**config.mk**
```make
export PLATFORM = sky130hd
export DESIGN_NAME = mux4_rr_arbiter_flat
export DESIGN_NICKNAME = d
export VERILOG_FILES = /design/src/rtl/mux_arb_pkg.sv /design/src/rtl/mux4_rr_arbiter_if.sv /design/src/rtl/rr_pick4.sv /design/src/rtl/mux4_rr_arbiter.sv /design/src/flat_wrapper.sv
export SDC_FILE = /design/constraint.sdc
export NUM_CORES = 1
export LEC_CHECK = 0
export CAP_MARGIN = 20
export CORE_MARGIN = 5
export CORE_UTILIZATION = 40
export DETAILED_ROUTE_END_ITERATION = 16
export GPL_TIMING_DRIVEN = 0
export PLACE_DENSITY = 0.72
export SLEW_MARGIN = 20
export SYNTH_ARGS = -nofsm -noshare
export SYNTH_HDL_FRONTEND = slang
export SYNTH_HIERARCHICAL = 1
export SYNTH_SLANG_ARGS = --single-unit
```
**constraint.sdc**
```tcl
create_clock -name clk -period 1.45 [get_ports clk]
set_input_delay 0.2175 -clock clk [delete_from_list [all_inputs] [get_ports clk]]
set_output_delay 0.2175 -clock clk [all_outputs]
set_load 0.1 [all_outputs]
```
**src/rtl/mux_arb_pkg.sv**
```systemverilog
// Shared types and helpers for the 4-way round-robin mux arbiter.
package mux_arb_pkg;

   localparam int unsigned N_REQ = 4;
   localparam int unsigned SEL_W = 2;

   typedef enum logic [1:0] {
      StIdle,
      StGrant,
      StRelease
   } arb_state_e;

   function automatic logic [N_REQ-1:0] onehot_idx(input logic [SEL_W-1:0] idx);
      logic [N_REQ-1:0] oh;
      oh      = '0;
      oh[idx] = 1'b1;
      return oh;
   endfunction

endpackage

```
**src/rtl/mux4_rr_arbiter_if.sv**
```systemverilog
// Request/grant bundle between the requesters and the arbiter driving the mux select.
interface mux4_rr_arbiter_if;
   import mux_arb_pkg::*;

   logic [N_REQ-1:0] req;
   logic [N_REQ-1:0] gnt;
   logic [SEL_W-1:0] sel;
   logic             valid;
   logic             timeout;

   modport master (
      output req,
      input  gnt,
      input  sel,
      input  valid,
      input  timeout
   );

   modport slave (
      input  req,
      output gnt,
      output sel,
      output valid,
      output timeout
   );

endinterface

```
**src/rtl/rr_pick4.sv**
```systemverilog
// Combinational rotating-priority picker: first asserted req after 'last', wrapping to 'last'.
module rr_pick4
   import mux_arb_pkg::*;
(
   input  logic [N_REQ-1:0] req,
   input  logic [SEL_W-1:0] last,
   output logic [SEL_W-1:0] pick,
   output logic             found
);

   logic [SEL_W-1:0] idx;

   // Walk from farthest to nearest so the nearest asserted requester is written last and wins.
   always_comb begin
      pick  = '0;
      found = 1'b0;
      idx   = '0;
      for (int i = N_REQ; i >= 1; i--) begin
         idx = last + SEL_W'(i);
         if (req[idx]) begin
            pick  = idx;
            found = 1'b1;
         end
      end
   end

endmodule

```
**src/rtl/mux4_rr_arbiter.sv**
```systemverilog
// Round-robin owner selection for a shared 4:1 mux with a bounded hold time and a
// one-cycle dead gap on every handover.
module mux4_rr_arbiter
   import mux_arb_pkg::*;
#(
   parameter int unsigned MAX_HOLD = 8,
   parameter int unsigned CNT_W    = 8
) (
   input logic              clk,
   input logic              rst,
   mux4_rr_arbiter_if.slave bus
);

   arb_state_e       state_q, state_d;
   logic [CNT_W-1:0] cnt_q, cnt_d;
   logic [SEL_W-1:0] last_q, last_d;
   logic [N_REQ-1:0] gnt_q, gnt_d;
   logic [SEL_W-1:0] sel_q, sel_d;
   logic             timeout_q, timeout_d;

   logic [SEL_W-1:0] pick;
   logic             found;

   rr_pick4 u_pick (
      .req   (bus.req),
      .last  (last_q),
      .pick  (pick),
      .found (found)
   );

   always_comb begin
      state_d   = state_q;
      cnt_d     = cnt_q;
      last_d    = last_q;
      gnt_d     = gnt_q;
      sel_d     = sel_q;
      timeout_d = 1'b0;

      unique case (state_q)
         StIdle, StRelease: begin
            if (found) begin
               state_d = StGrant;
               gnt_d   = onehot_idx(pick);
               sel_d   = pick;
               last_d  = pick;
               cnt_d   = CNT_W'(1);
            end else begin
               state_d = StIdle;
               gnt_d   = '0;
            end
         end
         StGrant: begin
            // A natural release takes precedence over the hold-limit timeout.
            if (!bus.req[sel_q]) begin
               state_d = StRelease;
               gnt_d   = '0;
            end else if (cnt_q == CNT_W'(MAX_HOLD)) begin
               state_d   = StRelease;
               gnt_d     = '0;
               timeout_d = 1'b1;
            end else begin
               cnt_d = cnt_q + CNT_W'(1);
            end
         end
         default: begin
            state_d = StIdle;
            gnt_d   = '0;
         end
      endcase
   end

   always_ff @(posedge clk) begin
      if (rst) begin
         state_q   <= StIdle;
         cnt_q     <= '0;
         last_q    <= SEL_W'(N_REQ - 1);
         gnt_q     <= '0;
         sel_q     <= '0;
         timeout_q <= 1'b0;
      end else begin
         state_q   <= state_d;
         cnt_q     <= cnt_d;
         last_q    <= last_d;
         gnt_q     <= gnt_d;
         sel_q     <= sel_d;
         timeout_q <= timeout_d;
      end
   end

   assign bus.gnt     = gnt_q;
   assign bus.sel     = sel_q;
   assign bus.valid   = |gnt_q;
   assign bus.timeout = timeout_q;

endmodule

```
**src/flat_wrapper.sv**
```systemverilog
// flat-port wrapper written by rule: the top's interface ports become plain ports
module mux4_rr_arbiter_flat import mux_arb_pkg::*;
#(
   parameter int unsigned MAX_HOLD = 8,
   parameter int unsigned CNT_W    = 8
)
  (clk, rst, bus_req, bus_gnt, bus_sel, bus_valid, bus_timeout);
  mux4_rr_arbiter_if bus_i ();
  input logic clk;
  input logic rst;
  input wire logic [$bits(bus_i.req)-1:0] bus_req;
  output wire logic [$bits(bus_i.gnt)-1:0] bus_gnt;
  output wire logic [$bits(bus_i.sel)-1:0] bus_sel;
  output wire logic [$bits(bus_i.valid)-1:0] bus_valid;
  output wire logic [$bits(bus_i.timeout)-1:0] bus_timeout;
  assign bus_i.req = bus_req;
  assign bus_gnt = bus_i.gnt;
  assign bus_sel = bus_i.sel;
  assign bus_valid = bus_i.valid;
  assign bus_timeout = bus_i.timeout;
  mux4_rr_arbiter #(.MAX_HOLD(MAX_HOLD), .CNT_W(CNT_W)) u_core (.clk(clk), .rst(rst), .bus(bus_i));
endmodule
```
==> out/qor.csv, run 1 <==
stage;metric;value;unit
detailed_routing;vias;1084;
setup_path;worst_r2r_startpoint;u_core/state_q[1];
clock_tree;clkSinkCount;19;
synthesis;syn_area;0.00103;mm²
status;status;finished, violations left;
global_route;antenna_found_initial;0;
pwr;p_total;1.44;mW
global_route;overflow;0;
synthesis;ys_ff_latch;19;
setup_path;ff2ff_path_depth;4;
synthesis;synth_nets;133;
placed_design;gp_congestion;0.792;
synthesis;yosysMostFrequentCell;dfxtp_1;
synthesis;synth_top_cells_by_area;dfxtp_1 37%, nand3_1 6.8%, a31oi_1 5.4%, nand2_1 4.4%, a21oi_1 3.9%;
synthesis;synth_top_area_share;36.8;%
global_route;grt.total_usage;16.5;%
setup_path;critPathBufInv;1;
timing;worst_slack;-0.143;ns
setup_path;max_stage_delay;0.54;ns
floorplan;chipWidth;60.8;µm
layout;nets;161;
setup_path;crit_arrival;1.38;ns
floorplan;start_util;41.7;%
clock_tree;numCtsBuffers;3;
clock_tree;ctsHtreeMaxLevel;1;
floorplan;die_area;0.00370;mm²
layout;nFillCells;232;
setup_path;r2r_end;u_core/cnt_q[3];
synthesis;synth_area_leader_cell;dfxtp_1;
clock_tree;cts_tree;done;
clock_tree;ctsLongestPathBuffers;2;
timing;tightest_slew;0.543;ns
detailed_routing;detail-route-antenna-nets;0;
clock_tree;root_buffer;clkbuf_4;
min_path;min_from;rst;
synthesis;synth-edff-count;0;
detailed_routing;routedWlPerCell;16.0;µm
synthesis;synth.avg_cell_area;8.27;µm²
detailed_routing;drt-pass1-iter-count;4;
placed_design;port_buffers;12;
min_path;hold_path_class;primary input to register;
setup_path;cp_top_family;simple AND/OR/NAND/NOR gates;
clock_tree;cts_hold_buf;0;
layout;drive_gt1_share;40.8;%
timing;period_share;110;%
pwr;vdd_drop_max;0.000677;V
synthesis;synth_common_cells;19 x dfxtp_1, 14 x nand3_1, 12 x nand2_1, 9 x a31oi_1, 9 x nor2_1;
synthesis;synthFlopType;dfxtp_1;
timing;relSlewSlack;64.0;%
timing;whs;0.364;ns
clock_tree;clk_latency;0.31;ns
timing;finalHoldViolations;0;
setup_path;critPathLaunchType;register;
timing;skew;0.00327;ns
pwr;powerDensity;991;mW/mm²
setup_path;required;1.23;ns
synthesis;synth-warning-count;6;
detailed_routing;drt_iter0_drc;48;
clock_tree;clkTransAtPathRegs;0.12;ns
global_route;grt_pass1_wl;4.58;mm
detailed_routing;wl;2.91;mm
setup_path;crit_type;register to primary output;
setup_path;crit_chain;or4_4 -> buf_12;
timing;rsz0062_at_grt;true;
global_route;grt_pass1_vias;1009;
min_path;hold_end;u_core/cnt_q[2];
detailed_routing;drc;0;
detailed_routing;vias_per_cell;5.96;
placed_design;dp_hpwl;1.92;mm
layout;area_delta_synth_final;40.9;%
synthesis;async_reset_ff_share;0;%
floorplan;fp.coreArea;0.00248;mm²
layout;n_antenna_cell;0;
timing;fmax;0.628;GHz
setup_path;slowest_stage;or4_4;
timing;drv_slew;0;
timing;layout_min_cycle_time;1.59;ns
timing;setup_viol;4;
status;violations;negative setup slack;
job;drv_cap;0;
synthesis;synth_cell_type_count;37;
floorplan;die_h;60.8;µm
setup_path;cp_max_fo;3;
setup_path;crit_path_end_kind;primary output;
setup_path;r2r_setup_slack;-0.02;ns
pwr;cellLeakagePower;0.524;nW
min_path;hold_path_depth;2;
global_route;grt_max_degree;12;
synthesis;syn_inst;125;
synthesis;seq_area_frac_synth;36.8;%
floorplan;pin_count;14;
floorplan;fp-row-count;18;
[report_power, final]
part	total, mW	switching (mW)	leakage (nW)	internal, mW
logic	0.563	0.358	0.347	0.205
clock network	0.287	0.184	0.0177	0.103
registers	0.593	0.0338	0.160	0.559
total	1.44	0.575	0.524	0.868
[what timing repair did]
action | CTS | global route
cloned | 1 | 0
buffers inserted | 7 | 3
resized for setup | 52 | 31
setup endpoints to repair | 27 | 20
pin swaps | 3 | 8
[worst max-delay path by stage]
stage	startpoint	endpoint	slack (ns)	cells past startpoint
floorplan	u_core/bus.sel[1]	u_core/cnt_q[3]	-0.18	4
global placement	bus_req[3]	u_core/cnt_q[5]	-0.65	8
detailed placement	bus_req[3]	u_core/cnt_q[5]	-0.75	8
CTS	u_core/bus.gnt[2]	bus_valid	-0.18	2
global route	u_core/bus.gnt[1]	bus_valid	-0.19	2
finish	u_core/bus.gnt[1]	bus_valid	-0.14	2
[kinds of logic (layout without fill, tap and decap cells)]
family	Yosys count	in the layout	share of synthesized area (%)
and+or+nand+nor	58	58	30.0
AOI/OAI and AO/OA	31	31	22.8
DFF	19	19	36.8
buffers and inverters	11	38	4.12
muxes	4	4	3.87
adders and majority gates	2	2	2.42
[routing by layer]
| layer | wire (µm) | vias up | part of all wire, % | GRT usage (%) |
|---|---|---|---|---|
| li1 | - | 517 | - | - |
| met3 | 212 | 7 | 7.3 | 4.89 |
| met1 | 1160 | 524 | 40 | 19.8 |
| met2 | 1510 | 36 | 52 | 28.9 |
| met4 | 27 | 0 | 0.93 | 3.72 |
| met5 | 0 | - | 0 | 0 |
[final cells by class]
class | instances | area [µm²] | share of cell area [%]
Multi-Input combinational cell | 95 | 733 | 50.3
Buffer | 5 | 41.3 | 2.84
Sequential cell | 19 | 404 | 27.7
Timing Repair Buffer | 23 | 190 | 13.1
Clock inverter | 1 | 5.00 | 0.344
Clock buffer | 3 | 22.5 | 1.55
Tap cell | 30 | 37.5 | 2.58
Inverter | 6 | 22.5 | 1.55
[flip-flops by register name, summed over array words and instances (netlist names)]
register / count
u_core/bus.gnt: 4
u_core/last_q: 2
u_core/bus.sel: 2
u_core/cnt_q: 8
u_core/bus.timeout: 1
u_core/state_q: 2
[metrics by stage]
step	utilization [%]	setup TNS [ns]	setup slack, ns	instances	cell area [µm²]
finish	58.8	-0.177	-0.143	182	1460
global route	58.8	-0.598	-0.192	182	1460
CTS	55.0	-0.198	-0.176	179	1360
detailed placement	50.2	-9.01	-0.754	167	1240
global placement	50.2	-8.13	-0.653	167	1240
floorplan	-	-0.293	-0.184	125	1080
[placed cells by master (no fill, tap or decap), drive strengths merged, types with 2 or more instances in the layout]
cell type    count
a21oi           10
a31oi            9
and2b            2
buf             21
clkbuf           5
dfxtp           19
dlygate4sd2      4
ha               2
inv              6
mux2i            4
nand2           12
nand2b           5
nand3           14
nand3b           4
nor2             9
nor3             3
o21ai            2
o221ai           2
or4              2
No activity file was read; power rests on OpenSTA's default activity.
==> run 2: changes to the inputs <==
--- a/config.mk
+++ b/config.mk
@@ -6,7 +6,7 @@
 export NUM_CORES = 1
 export LEC_CHECK = 0
 export CAP_MARGIN = 20
-export CORE_MARGIN = 5
+export CORE_MARGIN = 10
 export CORE_UTILIZATION = 40
 export DETAILED_ROUTE_END_ITERATION = 16
 export GPL_TIMING_DRIVEN = 0
==> run 2 against run 1 <==
  * Cell count increased by 1.6%
  * Clock skew grew 0.00084 ns
  * Highest routed layer unchanged
  * Via count is 1.8% lower
  * Core utilization up 1.4 points
  * Sequential power is essentially flat
  * Clock power shrank 3%
  * First-iteration DRC count up 56%
  * The run still ends with negative setup slack left
  * Non-clock buffer count increased by 3
  * Sequential share of layout area is 0.80 points lower
  * Count of clock-buffer cells in the layout unchanged
  * Wire length increased by 2.2%
==> out/qor.csv, run 2 (synthesis gave the netlist of run 1 again) <==
stage;metric;value;unit;change
status;status;finished, violations left;;
status;violations;negative setup slack;;
setup_path;r2r_setup_slack;-0.07;ns;-0.05 ns
pwr;power_frac_comb;40.5;%;+1.5 points
pwr;sequentialPowerShare;40.6;%;-0.5 points
detailed_routing;vias;1064;;-1.8%
placed_design;dp_cells;167;;unchanged
timing;tightest_slew;0.515;ns;-0.0276 ns
detailed_routing;drc;0;;unchanged
pwr;powerDensity;982;mW/mm²;-0.92%
timing;setup_tns;-0.323;ns;-0.146 ns
global_route;grt.total_usage;11.6;%;-4.8 points
setup_path;worst_r2r_startpoint;u_core/state_q[1];;
setup_path;required;1.23;ns;about the same
clock_tree;ctsHtreeMaxLevel;1;;unchanged
floorplan;pin_count;14;;unchanged
layout;layoutNonFillerInstCount;185;;+1.6%
pwr;netSwitchingFraction;39.2;%;-0.61 points
timing;setup_viol;10;;+6
setup_path;crit_arrival;1.37;ns;about the same
floorplan;fp-row-count;18;;unchanged
detailed_routing;detail-route-antenna-nets;0;;unchanged
layout;top_register;u_core/cnt_q;;
pwr;p_clk_share;18.9;%;-1.0 points
global_route;grt_max_degree;12;;unchanged
layout;multi_input_area;743;µm²;+1.4%
floorplan;start_util;41.7;%;unchanged
layout;nFillCells;225;;-3.0%
timing;layout_min_cycle_time;1.59;ns;-0.00690 ns
pwr;p_total;1.46;mW;+1.4%
placed_design;dp_hpwl;2.02;mm;+5.2%
layout;mostFrequentLayoutCells;11 x nand2_1, 11 x nand3_1, 10 x buf_4, 8 x dfxtp_2, 8 x dfxtp_1;;
clock_tree;clkTransAtPathRegs;0.11;ns;about the same
clock_tree;root_buffer;clkbuf_4;;
clock_tree;ctsLongestPathBuffers;2;;unchanged
timing;skew;0.00411;ns;+0.000835 ns
global_route;grt_pass1_wl;4.94;mm;+7.8%
detailed_routing;routedWlPerCell;16.1;µm;+0.58%
setup_path;cp_max_fo;3;;unchanged
timing;worst_slack;-0.136;ns;+0.00690 ns
layout;regArea;402;µm²;-0.62%
clock_tree;clk_latency;0.30;ns;about the same
layout;area_delta_synth_final;44.2;%;
timing;fmax;0.630;GHz;+0.44%
layout;nets;164;;+1.9%
global_route;overflow;0;;unchanged
global_route;antenna_found_initial;0;;unchanged
setup_path;r2r_end;u_core/cnt_q[3];;
timing;relSlewSlack;66.0;%;+2.0 points
pwr;vdd_drop_max;0.000619;V;-8.6%
min_path;hold_path_depth;2;;unchanged
timing;whs;0.361;ns;-0.00340 ns
job;drv_cap;0;;unchanged
pwr;p_int;0.889;mW;+2.4%
clock_tree;numCtsBuffers;3;;unchanged
detailed_routing;wl;2.97;mm;+2.2%
clock_tree;cts_tree;done;;
pwr;p_switching;0.574;mW;-0.17%
min_path;min_from;rst;;
timing;drv_slew;0;;unchanged
clock_tree;clkSinkCount;19;;unchanged
floorplan;chipWidth;70.8;µm;+16%
floorplan;die_area;0.00502;mm²;+36%
layout;n_antenna_cell;0;;unchanged
pwr;cellLeakagePower;0.541;nW;+3.2%
timing;finalHoldViolations;0;;unchanged
setup_path;critPathLaunchType;register;;
layout;largest_register_ffs;8;;unchanged
min_path;hold_end;u_core/cnt_q[2];;
placed_design;gp_congestion;0.846;;+6.8%
timing;period_share;109;%;-0.48 points
detailed_routing;drt_iter0_drc;75;;+56%
detailed_routing;vias_per_cell;5.75;;-3.4%
setup_path;crit_path_end_kind;primary output;;
placed_design;port_buffers;12;;unchanged
floorplan;fp.coreArea;0.00248;mm²;unchanged
timing;rsz0062_at_grt;true;;
layout;drive_gt1_share;42.6;%;+1.8 points
detailed_routing;drt-pass1-iter-count;4;;unchanged
setup_path;crit_type;register to primary output;;
setup_path;ff2ff_path_depth;4;;unchanged
floorplan;die_h;70.8;µm;+16%
global_route;grt_pass1_vias;1058;;+4.9%
min_path;hold_path_class;primary input to register;;
-- run 2: through the flow --
step	util (%)	worst slack (ns)	area, µm²
6_report	60.2	-0.136	1490
2_1_floorplan	-	-0.184	1080
4_1_cts	55.4	-0.174	1370
3_3_place_gp	50.2	-0.652	1240
5_1_grt	60.2	-0.187	1490
3_5_place_dp	50.2	-0.665	1240
-- run 2: worst max-delay path by stage --
stage | from | to | slack, ns | cells after the start
global placement | bus_req[3] | u_core/cnt_q[5] | -0.65 | 8
CTS | u_core/bus.gnt[2] | bus_valid | -0.17 | 2
detailed placement | bus_req[3] | u_core/cnt_q[5] | -0.67 | 8
floorplan | u_core/bus.sel[1] | u_core/cnt_q[3] | -0.18 | 4
global route | u_core/bus.gnt[3] | bus_valid | -0.19 | 2
finish | u_core/bus.gnt[3] | bus_valid | -0.14 | 2
-- run 2: layout make-up --
cell class                 count  area share (%)
buffer                         5            2.52
clock buffer                   3            1.51
clock inverter                 1           0.336
inverter                       6            1.51
multi-input combinational     95            49.9
sequential                    19            27.0
tap                           30            2.52
timing repair buffer          26            14.8
-- run 2: timing repair --
action | in CTS | in global routing
gates resized for setup | 55 | 30
cloned | 1 | 1
setup endpoints to repair | 25 | 18
hold buffers | 0 | 0
buffers inserted | 7 | 5
pin swaps | 8 | 10
-- run 2: power groups by stage --
stage | combinational (mW) | sequential [mW] | clock [mW]
after floorplan | 0.253 | 0.710 | 0
after detailed placement | 0.465 | 0.610 | 0
final | 0.592 | 0.594 | 0.277
after global routing | 0.627 | 0.600 | 0.323
after CTS | 0.511 | 0.595 | 0.288
after global placement | 0.461 | 0.606 | 0
-- run 2: layer usage --
layer	track usage [%]	part of all wire [%]	up-vias
met3	3.35	4.3	6
met1	12.9	42	512
met5	0	0	-
met4	3.01	1.2	0
met2	21.0	53	25
li1	-	-	521
-- run 2: critical path, cell delays in order, from the launching register on --
cell and delay, ns:
dfxtp_2 0.35, or4_4 0.54, buf_12 0.18
